==> config.mk <==
export PLATFORM = sky130hd
export DESIGN_NAME = generador_estado
export DESIGN_NICKNAME = d
export VERILOG_FILES = /design/src/rtl/generador_estado.sv
export SDC_FILE = /design/constraint.sdc
export NUM_CORES = 1
export LEC_CHECK = 0
export CORE_UTILIZATION = 54
export DETAILED_ROUTE_END_ITERATION = 10
export PLACE_DENSITY_LB_ADDON = 0.12
export REMOVE_ABC_BUFFERS = 1
export SLEW_MARGIN = 20
export SYNTH_ARGS = -nofsm -noshare
export SYNTH_HDL_FRONTEND = slang
export SYNTH_SLANG_ARGS = --single-unit
export TNS_END_PERCENT = 30
==> constraint.sdc <==
create_clock -name clk -period 2.01 [get_ports clk]
set_clock_uncertainty 0.2 [all_clocks]
set_input_delay 0.402 -clock clk [delete_from_list [all_inputs] [get_ports clk]]
set_output_delay 0.402 -clock clk [all_outputs]
set_load 0.03 [all_outputs]
==> src/rtl/generador_estado.sv <==
// generador_estado: coin-credited stage sequencer driving estado/avance/credito for the stage decoder.
module generador_estado #(
  parameter int CYCLES_PER_STAGE = 8,
  parameter int PRICE = 3
) (
  input  logic       clk,
  input  logic       rst,
  input  logic       coin,
  input  logic       start,
  input  logic       cancel,
  output logic [2:0] estado,
  output logic       avance,
  output logic       credito,
  output logic [3:0] credit_count,
  output logic       credit_ok,
  output logic       busy,
  output logic       done
);
  typedef enum logic [1:0] {IDLE, RUN, DONE} state_t;
  state_t      r_state, w_next;
  logic [15:0] r_timer;
  logic [2:0]  r_estado;
  logic [3:0]  r_credit, w_credit;
  logic        w_last, w_go, w_final;
  assign w_last  = r_timer == 16'(CYCLES_PER_STAGE - 1);
  assign w_final = w_last && r_estado == 3'd5;
  assign credit_ok = r_credit >= 4'(PRICE);
  assign w_go = r_state == IDLE && start && credit_ok;
  // cancel wins over the end-of-stage pulse in the same cycle
  assign avance = r_state == RUN && w_last && !cancel;
  assign w_credit = w_go ? r_credit - 4'(PRICE) + {3'd0, coin}
                  : (coin && r_credit != 4'd15) ? r_credit + 4'd1 : r_credit;
  always_comb begin
    w_next = r_state;
    case (r_state)
      IDLE:    w_next = w_go ? RUN : IDLE;
      RUN:     w_next = cancel ? IDLE : w_final ? DONE : RUN;
      default: w_next = IDLE;
    endcase
  end
  always_ff @(posedge clk) begin
    if (rst) begin
      r_state  <= IDLE;
      r_timer  <= '0;
      r_estado <= '0;
      r_credit <= '0;
    end else begin
      r_state  <= w_next;
      r_credit <= w_credit;
      r_timer  <= (r_state != RUN || cancel || w_last) ? 16'd0 : r_timer + 16'd1;
      r_estado <= (r_state != RUN || cancel || w_final) ? 3'd0 : w_last ? r_estado + 3'd1 : r_estado;
    end
  end
  assign estado       = r_estado;
  assign credit_count = r_credit;
  assign busy         = r_state == RUN;
  assign credito      = r_state == RUN;
  assign done         = r_state == DONE;
endmodule

# Word level (Yosys, flattened, before mapping)

Index checks and enable logic that the tools add are counted.

Flip-flop bits (word level): 25
Logic and storage cells: 36

Reductions and logical operators: 14
Add/sub/neg operators: 5
Order comparisons: 1
Muxes and demuxes: 6
Equal/unequal tests: 6

Operators by type and width:

| cell                                                              | number |
|---|---|
| adder 16 x 1 -> 16 bit, second input constant                     | 1 |
| == test 16 x 3 -> 1 bit, second input constant                    | 1 |
| two-way mux 4 bit                                                 | 2 |
| logical AND 1 bit                                                 | 6 |
| adder 4 x 1 -> 4 bit                                              | 1 |
| adder 4 x 1 -> 4 bit, second input constant                       | 1 |
| greater-or-equal comparator 4 x 2 -> 1 bit, second input constant | 1 |
| two-way mux 2 bit                                                 | 2 |
| inequality test 4 bit, second input constant                      | 1 |
| one-hot mux 2 bit (2 select lines)                                | 1 |
| OR reduction 2 bit                                                | 2 |
| subtractor 4 x 2 -> 4 bit, second input constant                  | 1 |
| adder 3 x 1 -> 3 bit, second input constant                       | 1 |
| == test 3 bit, second input constant                              | 1 |
| logical OR 1 bit                                                  | 3 |
| == test 2 x 1 -> 1 bit, second input constant                     | 1 |
| == test 2 bit, second input constant                              | 1 |
| logical NOT 2 bit                                                 | 1 |
| inequality test 2 x 1 -> 1 bit, second input constant             | 1 |
| nonzero test 2 bit                                                | 1 |
| logical NOT 1 bit                                                 | 1 |
| two-way mux 1 bit                                                 | 1 |

# Depth between registers and ports, before layout

Depth after elaboration: 5
Mapped depth: 7
Mapped depth without buffers: 7

# Worst setup path after synthesis

OpenSTA, ideal clock, no wires.

Path type: reg2reg
Start: register r_credit[1], in the netlist credit_count[1]
End: register r_credit[3], in the netlist credit_count[3]
Setup time: 121 ps
Stages on the path, launching flop included: 6
Path buffers: 0
Required time: 1,689 ps
Data arrival time: 1,779 ps
Path slack: -90 ps
Period minus slack after synthesis: 2,100 ps
Path through: dfxtp_1 > ha_1 > or3_1 > nand2b_1 > o22ai_1 > mux2_2

Longest elaborated chain between the ends: 3

RTL lines:

| element                                                        | line | source |
|---|---|---|
| start: declaration                                             | 23   | `logic [3:0] r_credit, w_credit;` |
| start signal: assignment                                       | 49   | `r_credit <= w_credit;` |
| greater-or-equal comparator 4 x 2 -> 1 bit *                   | 27   | `assign credit_ok = r_credit >= 4'(PRICE);` |
| net credit_ok                                                  | 15   | `output logic credit_ok,` |
| logical AND 1 bit *                                            | 28   | `assign w_go = r_state == IDLE && start && credit_ok;` |
| two-way mux 4 bit / nonzero test 2 bit (equally long branches) | --   |  |

The timed path passes the listed nets; every way through them passes the cells marked *. The select of a mux whose other input is x is not followed.
A chain may end at the register's enable or synchronous reset.

# Worst setup path in the final report

Start: register r_timer[1]
End: output avance

Longest elaborated chain between the ends: 3

RTL lines:

| element                         | line | source |
|---|---|---|
| start: declaration              | 21   | `logic [15:0] r_timer;` |
| start signal: assignment        | 50   | `r_timer <= (r_state != RUN \|\| cancel \|\| w_last) ? 16'd0 : r_timer + 16'd1;` |
| == test 16 x 3 -> 1 bit         | 25   | `assign w_last = r_timer == 16'(CYCLES_PER_STAGE - 1);` |
| logical AND 1 bit (2 in series) | 30   | `assign avance = r_state == RUN && w_last && !cancel;` |
| end: declaration                | 12   | `output logic avance,` |

Every way passes these cells.

==> impl_metrics.ini <==
[run_status]
status = finished with violations
violations = negative setup slack

[worst_setup_path]
r2r-end = estado[0]
setup.worst_path.end_class = primary output
slowest_delay_ps = 380
critPathTopFamily = simple AND/OR/NAND/NOR gates
worst-path-max-fanout = 2
r2r.worst_path.cells = 7
critical_path.slowest_cell = dfxtp_2
cp_data_arrival_time_ps = 1510
r2r_slack_ps = 20
crit_path_cell_trace = ha_4 -> and4bb_2 -> nand4_4 -> nor2_1 -> buf_4
worstReg2RegStart = r_timer[1]
critical_path_required_ps = 1410
criticalPathCategory = flop to primary output
cp.buffers_inverters = 1
start_kind = flop

[logic_synthesis]
synth_top_cell_by_area = dfxtp_1
seq_area_frac_synth_pct = 36.4
synthArstFlopShare_pct = 0
synth.distinct_cells = 43
synth-seq-cells = 25
yosysWarnings = 0
synth.avg_cell_area_um2 = 9.43
syn_area_um2 = 1380
synth-edff-count = 0
synth_area_leaders = dfxtp_1 36%, nor2_4 6.5%, ha_1 5.5%
synthCells = 146
synth_top_flop_cell = dfxtp_1
yosysTopAreaCellShare_pct = 36.4

[sta]
finalSetupTns_ps = -98.6
relSlewSlack_pct = 74.6
period_share_pct = 105
max_freq_mhz = 474
final_max_slew_viol_count = 0
finalHoldViolCount = 0
period_minus_slack_ps = 2110
rsz0062_at_grt = true
setup_viol = 1
tightest_slew_ps = 378
timing.final.ws_setup_ps = -98.6

[placement]
placed_cells = 201
portBuffers = 16
hpwl_um = 2090
post-place-ws_ps = -333
place.gp.congestion = 0.822

[clock_tree]
clock_latency_ps = 320
clk_pin_slew_ps = 150
cts_max_level = 1
clkSinkCount = 25
cts_buffers = 3
cts_tree = done
clock_path_buffers = 2
cts_hold_buf = 0
cts-root-buf = clkbuf_4

[grt]
grt.busiest_layer = met2
grt_pass1_wl_um = 4730
grtUsageTotal_pct = 23.1
use_met1_pct = 29.9
antenna_found_initial = 0
overflow = 0
grtUsageMet2_pct = 39.0
grt_pass1_vias = 1106
grt_max_degree = 17
use_met3_pct = 2.61

[floorplanning]
core_um2 = 2300
die_area_um2 = 2750
io_pins = 17
rows = 17
start_util_pct = 59.9
die_y_um = 52.5
fp.dieW_um = 52.5

[min_path]
hp-class = flop to flop
min_path_cells = 2
holdPathEnd = r_timer[15]
hp-start = r_timer[15]

[drt]
via_per_inst = 5.63
postRouteAntennaNets = 0
wl_per_cell_um = 13.5
drc = 0
drt_wl_total_um = 2850
first_pass_iters = 4
drtIter0Drc = 29
vias = 1188

[final_layout]
nNetsFinal = 195
area_delta_synth_final_pct = 26.5
layout_common_cells = 22 x buf_4, 21 x dfxtp_1, 13 x nor2_1
fillers = 166
instances_no_fill = 211
drive_gt1_share_pct = 28.4
final_common_cell = buf_4
diodes = 0

[flow_run]
maxCapViolations = 0

[power_and_ir_drop]
powerDensity_nw_per_um2 = 557
p_total_mw = 0.969
power_leakage_nw = 0.684
ir_drop_mv = 0.548
## how the worst max path moves through the flow
stage | from | end | slack, ps | cells past startpoint
final | r_timer[1] | avance | -100 | 5
after global routing | r_timer[1] | avance | -140 | 5
after detailed placement | start | credit_count[2] | -330 | 6
after global placement | start | credit_count[3] | -250 | 5
after CTS | r_timer[0] | avance | -110 | 5
after floorplan | credit_count[1] | credit_count[3] | -90 | 5
## cells in the mapped netlist, drive strengths merged (4+ instances only)
library cell / number
xor2: 5
a21oi: 6
inv: 8
buf: 4
nor4: 4
or3b: 5
nor2: 23
dfxtp: 25
nand4: 7
nand2: 10
ha: 6
nand3: 6
nor3: 4
xnor2: 8
## flip-flops by register name (all words and copies together) (netlist names)
name / count
r_timer: 16
credit_count: 4
estado: 3
r_state: 2
## repair_timing
item / CTS / global route
gates resized for setup: 15 / 10
endpoints found under the setup margin: 11 / 4
endpoints found under the hold margin: 0 / 0
pin swaps: 1 / 5
cloned: 0 / 0
setup buffers: 3 / 3
## kinds of logic after synthesis
kind of cell	Yosys count	share of synthesized area (%)
xor gates and xnor gates	13	8.27
and+or+nand+nor	73	36.1
AOI/OAI and AO/OA	16	7.64
muxes	1	0.818
DFF	25	36.4
adders and majority gates	6	5.45
buffers and inverters	12	5.36
## final cells by class
type | count | area, µm² | area share (%)
multi-input cells | 109 | 838 | 48.2
flip-flops and latches | 25 | 505 | 29.0
repair buffers | 37 | 302 | 17.3
well taps | 28 | 35.0 | 2.01
inverters | 8 | 30.0 | 1.73
clock buffers | 3 | 22.5 | 1.29
clock inverters | 1 | 7.51 | 0.431
## metal layers
layer | wire, µm | vias to the layer above
met2 | 1390 | 27
met3 | 92 | 4
met4 | 44 | 0
li1 | - | 591
met5 | 0 | -
met1 | 1320 | 566
## power by group
group	internal [mW]	leakage (nW)	switching, mW
sequential	0.511	0.204	0.00858
clock	0.0760	0.0139	0.156
combinational	0.0948	0.466	0.123
total	0.682	0.684	0.288
## tightest hold or removal path, stage by stage (launching register included)
cell     delay [ps]
dfxtp_1         350
o41ai_1          60
a21oi_1          50
## through the flow
step,instance area (µm²),util [%],hold WS [ps]
6_report,1740,75.8,285
5_1_grt,1740,75.8,320
4_1_cts,1690,73.6,288
3_5_place_dp,1640,71.3,251
3_3_place_gp,1640,71.3,238
2_1_floorplan,1330,-,228
Power figures use the tool's default switching activity.
